### src/rtl/instr_fetch_pkg.sv
// Shared definitions for the fetch stage and the 4-bit multicycle core:
// FSM state encodings and the default instruction geometry.
package instr_fetch_pkg;

  localparam int WIDTH = 4;
  localparam int DEPTH = 8;
  localparam int AW    = 3;

  typedef enum logic [1:0] {
    S_IDLE = 2'b00,
    S_RUN  = 2'b01,
    S_DONE = 2'b10
  } state_t;

endpackage

### src/rtl/instr_mem.sv
// Small instruction store: synchronous write, asynchronous read, and an
// asynchronous clear so that a reset discards the loaded program.
module instr_mem #(
  parameter int WIDTH = 4,
  parameter int DEPTH = 8,
  parameter int AW    = 3
) (
  input  logic             clk,
  input  logic             rst,
  input  logic             we,
  input  logic [AW-1:0]    waddr,
  input  logic [WIDTH-1:0] wdata,
  input  logic [AW-1:0]    raddr,
  output logic [WIDTH-1:0] rdata
);

  logic [WIDTH-1:0] mem [DEPTH];

  always_ff @(posedge clk or posedge rst) begin
    if (rst) begin
      for (int i = 0; i < DEPTH; i++) begin
        mem[i] <= '0;
      end
    end else if (we) begin
      mem[waddr] <= wdata;
    end
  end

  assign rdata = mem[raddr];

endmodule

### src/rtl/instr_fetch.sv
// Program counter and fetch FSM: loads a program while idle, then hands one
// instruction per fetch request to the core, stopping or wrapping at the end.
module instr_fetch
  import instr_fetch_pkg::*;
#(
  parameter int WIDTH = instr_fetch_pkg::WIDTH,
  parameter int DEPTH = instr_fetch_pkg::DEPTH,
  parameter int AW    = instr_fetch_pkg::AW
) (
  input  logic             clk,
  input  logic             rst,
  input  logic             prog_we,
  input  logic [AW-1:0]    prog_addr,
  input  logic [WIDTH-1:0] prog_data,
  input  logic             run,
  input  logic             loop,
  input  logic             fetch_req,
  output logic [WIDTH-1:0] next,
  output logic             next_valid,
  output logic [AW-1:0]    pc,
  output logic             done
);

  state_t           state, state_n;
  logic [AW-1:0]    pc_n;
  logic [AW:0]      len, len_n, len_written;
  logic [AW:0]      addr_plus1, pc_plus1;
  logic [WIDTH-1:0] next_n, rdata;
  logic             next_valid_n, mem_we;

  instr_mem #(
    .WIDTH (WIDTH),
    .DEPTH (DEPTH),
    .AW    (AW)
  ) u_mem (
    .clk   (clk),
    .rst   (rst),
    .we    (mem_we),
    .waddr (prog_addr),
    .wdata (prog_data),
    .raddr (pc),
    .rdata (rdata)
  );

  // prog_addr is only AW bits wide, so addr+1 never exceeds DEPTH and len
  // saturates there without an explicit clamp.
  assign addr_plus1  = {1'b0, prog_addr} + {{AW{1'b0}}, 1'b1};
  assign pc_plus1    = {1'b0, pc} + {{AW{1'b0}}, 1'b1};
  assign len_written = (prog_we && (addr_plus1 > len)) ? addr_plus1 : len;

  always_comb begin
    state_n      = state;
    pc_n         = pc;
    len_n        = len;
    next_n       = next;
    next_valid_n = 1'b0;
    mem_we       = 1'b0;
    case (state)
      S_IDLE: begin
        // A write in the same cycle as run counts toward the start decision.
        mem_we = prog_we;
        len_n  = len_written;
        if (run) begin
          if (len_written != '0) begin
            state_n = S_RUN;
            pc_n    = '0;
          end else begin
            state_n = S_DONE;
          end
        end
      end
      S_RUN: begin
        if (fetch_req) begin
          next_n       = rdata;
          next_valid_n = 1'b1;
          if (pc_plus1 == len) begin
            if (loop) begin
              pc_n = '0;
            end else begin
              state_n = S_DONE;
            end
          end else begin
            pc_n = pc_plus1[AW-1:0];
          end
        end
      end
      S_DONE: begin
        // An empty program has nothing to re-run, so stay put.
        if (run && (len != '0)) begin
          state_n = S_RUN;
          pc_n    = '0;
        end
      end
      default: state_n = S_IDLE;
    endcase
  end

  always_ff @(posedge clk or posedge rst) begin
    if (rst) begin
      state      <= S_IDLE;
      pc         <= '0;
      len        <= '0;
      next       <= '0;
      next_valid <= 1'b0;
      done       <= 1'b0;
    end else begin
      state      <= state_n;
      pc         <= pc_n;
      len        <= len_n;
      next       <= next_n;
      next_valid <= next_valid_n;
      done       <= (state_n == S_DONE);
    end
  end

endmodule
### config.mk
export PLATFORM = sky130hd
export DESIGN_NAME = instr_fetch
export DESIGN_NICKNAME = d
export VERILOG_FILES = /design/src/rtl/instr_fetch_pkg.sv /design/src/rtl/instr_mem.sv /design/src/rtl/instr_fetch.sv
export SDC_FILE = /design/constraint.sdc
export NUM_CORES = 1
export LEC_CHECK = 0
export BUFFER_PORTS_ARGS = -buffer_cell sky130_fd_sc_hd__buf_2
export CAP_MARGIN = 25
export CORE_MARGIN = 5
export CORE_UTILIZATION = 59
export DETAILED_ROUTE_END_ITERATION = 12
export GPL_TIMING_DRIVEN = 0
export PLACE_DENSITY = 0.77
export SYNTH_ARGS = -nofsm -noshare
export SYNTH_HDL_FRONTEND = slang
export SYNTH_HIERARCHICAL = 1
export SYNTH_SLANG_ARGS = --single-unit
### constraint.sdc
create_clock -name clk -period 2.4 [get_ports clk]
set_input_delay 0.24 -clock clk [delete_from_list [all_inputs] [get_ports clk]]
set_output_delay 0.24 -clock clk [all_outputs]
set_load 0.03 [all_outputs]
==> results.cfg, run 1 <==
[clocking]
cts-root-buf = clkbuf_8
cts-buffers-inserted = 5
clk_pin_slew_ns = 0.09
h-tree-depth = 2
clock-sinks = 47
insertion_delay_ns = 0.30
cts_hold_buf = 1
cts_setup_buffers = 0
cts_resized = 0
cts_tree = done
cts_buffer_depth = 2

[final_layout]
diodes = 0
fin_area_sq_um = 2740
nets = 225
postLayoutCoreUtil = 0.686
drive_gt1_frac = 0.386
area_growth_pct = 12.0

[global_routing]
grt_pass1_wl_mm = 8.31
grt_max_degree = 28
grt.total_usage = 0.202
first_global_vias = 1717
antenna_found_initial = 0
gr-total-overflow = 0

[routing]
routed_wl_mm = 4.84
wl_per_cell_microns = 18.8
antenna_left = 0
vias = 1582
drt_iter0_markers = 90
post-route-drc-count = 0
dr.pass1.iters = 4
via_per_inst = 6.16

[die]
fp.coreArea_sq_um = 4000
ios = 22
placementRows = 23
die_h_microns = 74.4
die_area_sq_um = 5540
die_x_microns = 74.4
start_util = 0.612

[outcome]
status = completed

[setup_path]
startpoint_type = input pin
endpoint_kind = flop
cp.arrival_ns = 2.39
cp_max_fo = 13
cp-startpoint = prog_addr[0]
cpMaxStageDelayCell = mux2i_2
max_stage_delay_ns = 0.30
cp_common_cell = ha_1
timing.rr.start = len[3]
cp_data_required_time_ns = 2.61
crit_chain = buf_2, ha_1, xor2_1, ha_1, o21ai_1, a21oi_1, o211ai_2, mux2i_2, a22oi_1, o211ai_1
critical_path_class = in2reg

[sta]
max_freq_ghz = 0.459
skew_ns = 0.00849
slew_headroom = 0.607
worstMarginPinSlew_ns = 0.589
whs_ns = 0.265
min_period_ns = 2.18
rsz0062_at_grt = no
finalMaxSlewViolations = 0
period_share = 0.909
worst_slack_ns = 0.220
setup_violations = 0
hold_viol = 0

[placed_design]
finalWeightedCongestion = 0.859
portBuffers = 21
post-place-ws_ns = -0.0309
hpwl_mm = 3.64
placed_cell_area_sq_um = 2640

[yosys]
synth_flop_cell = dfrtp_1
ys_warn_count = 6
avgSynthCellArea_sq_um = 13.9
synth_edf_count = 0
ys_ff_latch = 47
synth.net_count = 195
synthCells = 176
synthArstFlopShare = 1.00
synth_area_sq_um = 2450
ys_types = 42
yosysSeqAreaShare = 0.480

[pwr]
peakVddDrop_v = 0.000670
power.density_nw_per_um2 = 1220
p_leak_nw = 1.28
total_power_w = 0.00335

[worst_hold_path]
min_from = run
hold_path.class = in2reg

[flow_run]
maxCapViolations = 0
-- cell families after synthesis --
kind of cell | Yosys count | synth area share
buf+inv | 14 | 0.0281
xor+xnor | 4 | 0.0143
simple gates | 34 | 0.103
compound gates | 19 | 0.0521
fa+ha+maj | 6 | 0.0307
mux | 52 | 0.292
flops | 47 | 0.480
-- registers in the layout (all words and copies together), names as in the netlist --
name        count
done            1
next            4
u_mem/mem      32
next_valid      1
state           2
len             4
pc              3
-- worst max-delay path, delay by kind of cell --
family / cells / cell delay, ns
adder cells (fa/ha/maj): 2 / 0.52
XOR/XNOR: 1 / 0.22
buffers and inverters: 1 / 0.23
AO/OA/AOI/OAI: 5 / 0.85
multiplexers: 1 / 0.30
-- synth_stat cells (4+ instances only) --
| master | number | area [sq um] |
|---|---|---|
| nand2_1 | 4 | 15.0 |
| nor2_1 | 5 | 18.8 |
| mux2_1 | 4 | 45.0 |
| dfrtp_1 | 47 | 1180 |
| mux4_1 | 8 | 210 |
| mux2_2 | 36 | 405 |
| ha_1 | 6 | 75.1 |
| o21ai_1 | 5 | 25.0 |
| inv_1 | 9 | 33.8 |
-- layout by cell type, fill, tap and decap left out, types with 4 or more instances in the layout --
master     n
buf_2     22
clkbuf_8   5
dfrtp_1   47
ha_1       6
inv_1      9
mux2_1     4
mux2_2    36
mux4_1     8
nand2_1    4
nor2_1     5
o21ai_1    5
-- where the power goes --
group / switching [W] / leakage (nW) / total, W / internal, W
clock network: 0.000270 / 0.0418 / 0.000480 / 0.000209
registers: 0.000246 / 0.593 / 0.00141 / 0.00117
logic: 0.000681 / 0.648 / 0.00146 / 0.000781
total: 0.00120 / 1.28 / 0.00335 / 0.00216
-- routing by layer --
metal  track usage  part of all wire
met5             0                 0
met4        0.0870             0.013
met3        0.0392             0.041
met2         0.358              0.52
met1         0.237              0.42
-- through the flow --
stage                     setup TNS (ns)  std cells
final                                  0        257
after floorplan                        0        176
after detailed placement         -0.0988        248
after CTS                              0        257
after global routing                   0        257
after global placement                 0        247
-- path summary, 6_finish.rpt --
path                                  to  cells past startpoint  slack, ns
min                             state[0]                      2       0.26
min reg2reg                      next[0]                      1       0.49
min in group asynchronous  u_mem/mem[21]                      3       0.43
max reg2reg                       len[3]                      8       0.28
max in group asynchronous          pc[2]                      3       1.47
max                                pc[2]                     10       0.22
-- cell type report --
class                      instances  area [sq um]
buffer                             4          31.3
clock buffer                       6          72.6
clock inverter                     2          16.3
fill                             291          1260
inverter                          10          37.5
multi-input combinational        115          1200
sequential                        47          1180
tap                               50          62.6
timing repair buffer              23           143
(Power assumes the default switching activity.)
==> run 2, diff against run 1 <==
CORE_ASPECT_RATIO = 0.6   (was unset)
==> run 2 against run 1 <==
Against the previous run:
- via count is 1.1% lower
- clock skew is 0.0040 ns lower
- clock power is 5.0% lower
- power is 0.53% lower
- highest routed layer is now met3
- first-iteration DRC count is 30% higher
==> results.cfg, run 2 (same netlist as run 1, synthesis figures left out) <==
[outcome]
status = completed

[setup_path]
endpoint_kind = flop
cp_num_buf_inv = 2
crit_family = adder cells
cp_data_required_time_ns = 2.58
cp_max_fo = 13
cp.arrival_ns = 2.31
crit_chain = buf_2, ha_1, xor2_1, ha_1, o21ai_1, a21oi_1, o211ai_2, or3_1, buf_2, mux2_4
max_stage_delay_ns = 0.32
startpoint_type = input pin
cpMaxStageDelayCell = or3_1
critical_path_class = in2reg

[final_layout]
diodes = 0
top_register = u_mem/mem
drive_gt1_frac = 0.391
reg_top3 = u_mem/mem (32), len (4), next (4)
fillers = 270
seq_area_sq_um = 1180
nets = 225
layout_common_cells = dfrtp_1 (46), mux2_2 (36), buf_2 (22)
area_growth_pct = 11.9
largest_register_ffs = 32
postLayoutCoreUtil = 0.676
multi_input_area_sq_um = 1200
final_common_cell = dfrtp_1

[worst_hold_path]
hold_path.class = in2reg

[pwr]
power.density_nw_per_um2 = 1220
p_leak_nw = 1.28
peakVddDrop_v = 0.000584

[die]
die_area_sq_um = 5580
placementRows = 18
die_x_microns = 93.2
start_util = 0.604
ios = 22
die_h_microns = 59.9
fp.coreArea_sq_um = 4050

[clocking]
cts-buffers-inserted = 5
insertion_delay_ns = 0.29
h-tree-depth = 2
cts-root-buf = clkbuf_8
clock-sinks = 47
clk_pin_slew_ns = 0.08
cts_setup_buffers = 0
cts_buffer_depth = 2
cts_tree = done

[placed_design]
finalWeightedCongestion = 0.821
post-place-ws_ns = -0.0229
portBuffers = 21
hpwl_mm = 3.90

[routing]
dr.pass1.iters = 4
antenna_left = 0
via_per_inst = 6.09
routed_wl_mm = 5.01
vias = 1564
wl_per_cell_microns = 19.5
drt_iter0_markers = 117
post-route-drc-count = 0

[sta]
finalMaxSlewViolations = 0
setup_violations = 0
period_share = 0.888
rsz0062_at_grt = no
min_period_ns = 2.13
hold_viol = 0
worstMarginPinSlew_ns = 0.561
max_freq_ghz = 0.469
worst_slack_ns = 0.268
slew_headroom = 0.626
skew_ns = 0.00445

[global_routing]
grt_pass1_wl_mm = 8.42
grt.total_usage = 0.206
gr-total-overflow = 0
grt_max_degree = 25
first_global_vias = 1607
antenna_found_initial = 0

[flow_run]
maxCapViolations = 0
[run 2: worst paths after layout]
path | cells past startpoint | to | slack [ns] | start
max | 10 | len[3] | 0.27 | prog_addr[0]
min reg2reg | 1 | next[2] | 0.49 | next[2]
min | 2 | state[0] | 0.25 | run
min in group asynchronous | 3 | u_mem/mem[18] | 0.49 | rst
max in group asynchronous | 4 | u_mem/mem[23] | 1.46 | rst
max reg2reg | 7 | pc[2] | 0.31 | pc[0]
[run 2: cell type report]
| type | instances | area share |
|---|---|---|
| multi-input cells | 115 | 0.439 |
| flip-flops and latches | 47 | 0.430 |
| repair buffers | 23 | 0.0521 |
| clock buffers | 6 | 0.0265 |
| well taps | 50 | 0.0228 |
| inverters | 10 | 0.0137 |
| plain buffers | 4 | 0.0114 |
| clock inverters | 2 | 0.00457 |
[run 2: worst register-to-register path, stage by stage, from the launching register on]
cell and delay [ns]:
dfrtp_1 0.52, ha_1 0.26, xor2_1 0.19, nor4b_2 0.26, o211ai_2 0.15, o21ai_0 0.24
a22oi_1 0.18, o211ai_1 0.20
[run 2: stage by stage]
step / total power (W) / area [sq um] / instances / TNS (ns) / hold WS (ns)
2_1_floorplan: 0.00250 / 2450 / 176 / 0 / 0.141
3_3_place_gp: 0.00276 / 2620 / 247 / 0 / 0.321
3_5_place_dp: 0.00289 / 2640 / 248 / -0.0429 / 0.262
4_1_cts: 0.00336 / 2740 / 257 / 0 / 0.235
5_1_grt: 0.00357 / 2740 / 257 / 0 / 0.233
6_report: 0.00334 / 2740 / 257 / 0 / 0.245
[run 2: power breakdown]
part | total, W | switching [W] | internal (W)
Combinational | 0.00144 | 0.000665 | 0.000779
Sequential | 0.00144 | 0.000269 | 0.00117
Clock | 0.000456 | 0.000252 | 0.000204
Total | 0.00334 | 0.00119 | 0.00215
[run 2: per-layer routing]
layer / share of wire / global-route usage / vias to the layer above
li1: - / - / 733
met1: 0.48 / 0.302 / 785
met5: 0 / 0 / -
met4: 0 / 0.0585 / 0
met3: 0.054 / 0.0428 / 0
met2: 0.46 / 0.312 / 46
[run 2: repair_timing]
item,CTS,global route
endpoints found under the hold margin,8,0
hold buffers,1,0
endpoints found under the setup margin,0,1
gates resized for setup,0,1
==> run 3, diff against run 2 <==
CORE_MARGIN = 2   (was 5)
==> run 3 against run 2 <==
Against the previous run:
- die area decreased by 16%
- critical path depth did not move
- power is 0.89% higher
- clock skew increased by 0.0033 ns
- maximum frequency is essentially flat
- largest cell class unchanged
- combinational power hardly changed
==> results.cfg, run 3 (same netlist as run 1, synthesis figures left out) <==
[clocking]
h-tree-depth = 2
cts-buffers-inserted = 5
clk_pin_slew_ns = 0.09
cts_tree = done
insertion_delay_ns = 0.29
cts_setup_buffers = 0
clock-sinks = 47
cts_resized = 0
cts-root-buf = clkbuf_8
cts_buffer_depth = 2
cts_hold_buf = 1

[sta]
setup_violations = 0
finalMaxSlewViolations = 0
rsz0062_at_grt = no
worstMarginPinSlew_ns = 0.566
worst_slack_ns = 0.266
slew_headroom = 0.623
skew_ns = 0.00773
min_period_ns = 2.13
max_freq_ghz = 0.469
period_share = 0.889
hold_viol = 0

[die]
die_h_microns = 53.9
die_x_microns = 87.2
placementRows = 18
start_util = 0.604
fp.coreArea_sq_um = 4050
ios = 22
die_area_sq_um = 4700

[routing]
routedLengthMet1_mm = 2.35
route.met2.wl_mm = 2.25
met3_length_microns = 202
post-route-drc-count = 0
routed_wl_mm = 4.86
wl_per_cell_microns = 19.0
drt_iter0_markers = 112
vias = 1595
antenna_left = 0
dr.pass1.iters = 4
via_per_inst = 6.23
highest_layer = met4

[setup_path]
timing.rr.start = len[1]
critical_path_class = in2reg
cp.arrival_ns = 2.31
startpoint_type = input pin
r2r_end = len[1]
ff2ff_setup_slack_ns = 0.34
cp_data_required_time_ns = 2.58
endpoint_kind = flop
ff2ff_path_depth = 8
cp_max_fo = 13
cp-startpoint = prog_addr[0]

[final_layout]
finalNonFillerCells = 256
diodes = 0
layout_common_cells = dfrtp_1 (47), mux2_2 (36), buf_2 (22)
drive_gt1_frac = 0.388
final_common_cell = dfrtp_1
top_register = u_mem/mem
area_growth_pct = 12.0
largest_register_ffs = 32
reg_top3 = u_mem/mem (32), len (4), next (4)
nets = 225

[flow_run]
maxCapViolations = 0

[global_routing]
grt.total_usage = 0.236
grt_pass1_wl_mm = 7.89
antenna_found_initial = 0
gr-total-overflow = 0
grt_max_degree = 25
first_global_vias = 1548

[outcome]
status = completed

[pwr]
power.density_nw_per_um2 = 1230
peakVddDrop_v = 0.000585
p_leak_nw = 1.29

[worst_hold_path]
whs_endpoint = state[1]
hold_path_depth = 3
min_from = fetch_req
hold_path.class = in2reg

[placed_design]
portBuffers = 21
place_inst = 248
finalWeightedCongestion = 0.739
hpwl_mm = 3.70
post-place-ws_ns = -0.0262
-- run 3: critical path: stages --
cell	delay (ns)
buf_2	0.18
ha_1	0.27
xor2_1	0.17
ha_1	0.30
o21ai_1	0.07
a21oi_1	0.16
o211ai_2	0.13
or3_1	0.32
buf_2	0.17
mux2_4	0.30
-- run 3: final cells by class --
type	count	area, sq um
Buffer	4	31.3
Clock buffer	6	82.6
Clock inverter	1	5.00
Fill cell	296	1310
Inverter	10	37.5
Multi-Input combinational cell	115	1200
Sequential cell	47	1180
Tap cell	50	62.6
Timing Repair Buffer	23	143
-- run 3: metrics by stage --
| stage | utilization | hold slack [ns] | total power, W | TNS [ns] | area [sq um] |
|---|---|---|---|---|---|
| after floorplan | - | 0.141 | 0.00250 | 0 | 2450 |
| after global placement | 0.645 | 0.306 | 0.00277 | 0 | 2620 |
| after detailed placement | 0.652 | 0.273 | 0.00289 | -0.0498 | 2640 |
| after CTS | 0.676 | 0.229 | 0.00338 | 0 | 2740 |
| after global routing | 0.676 | 0.237 | 0.00360 | 0 | 2740 |
| final | 0.676 | 0.244 | 0.00337 | 0 | 2740 |
-- run 3: worst max-delay path by stage --
| stage | depth (start not counted) | endpoint | slack [ns] |
|---|---|---|---|
| final | 10 | len[1] | 0.27 |
| after detailed placement | 10 | len[1] | -0.03 |
| after global placement | 10 | len[3] | 0.04 |
| after CTS | 10 | len[1] | 0.28 |
| after floorplan | 9 | len[1] | 0.34 |
| after global routing | 10 | len[3] | 0.14 |
-- run 3: layer usage --
metal,vias up,GRT usage
li1,733,-
met3,6,0.0491
met4,0,0.0897
met2,46,0.370
met5,-,0
met1,810,0.331
-- run 3: report_power, final --
group	switching (W)	total [W]	internal (W)
clock network	0.000247	0.000473	0.000226
registers	0.000259	0.00143	0.00117
logic	0.000686	0.00147	0.000781
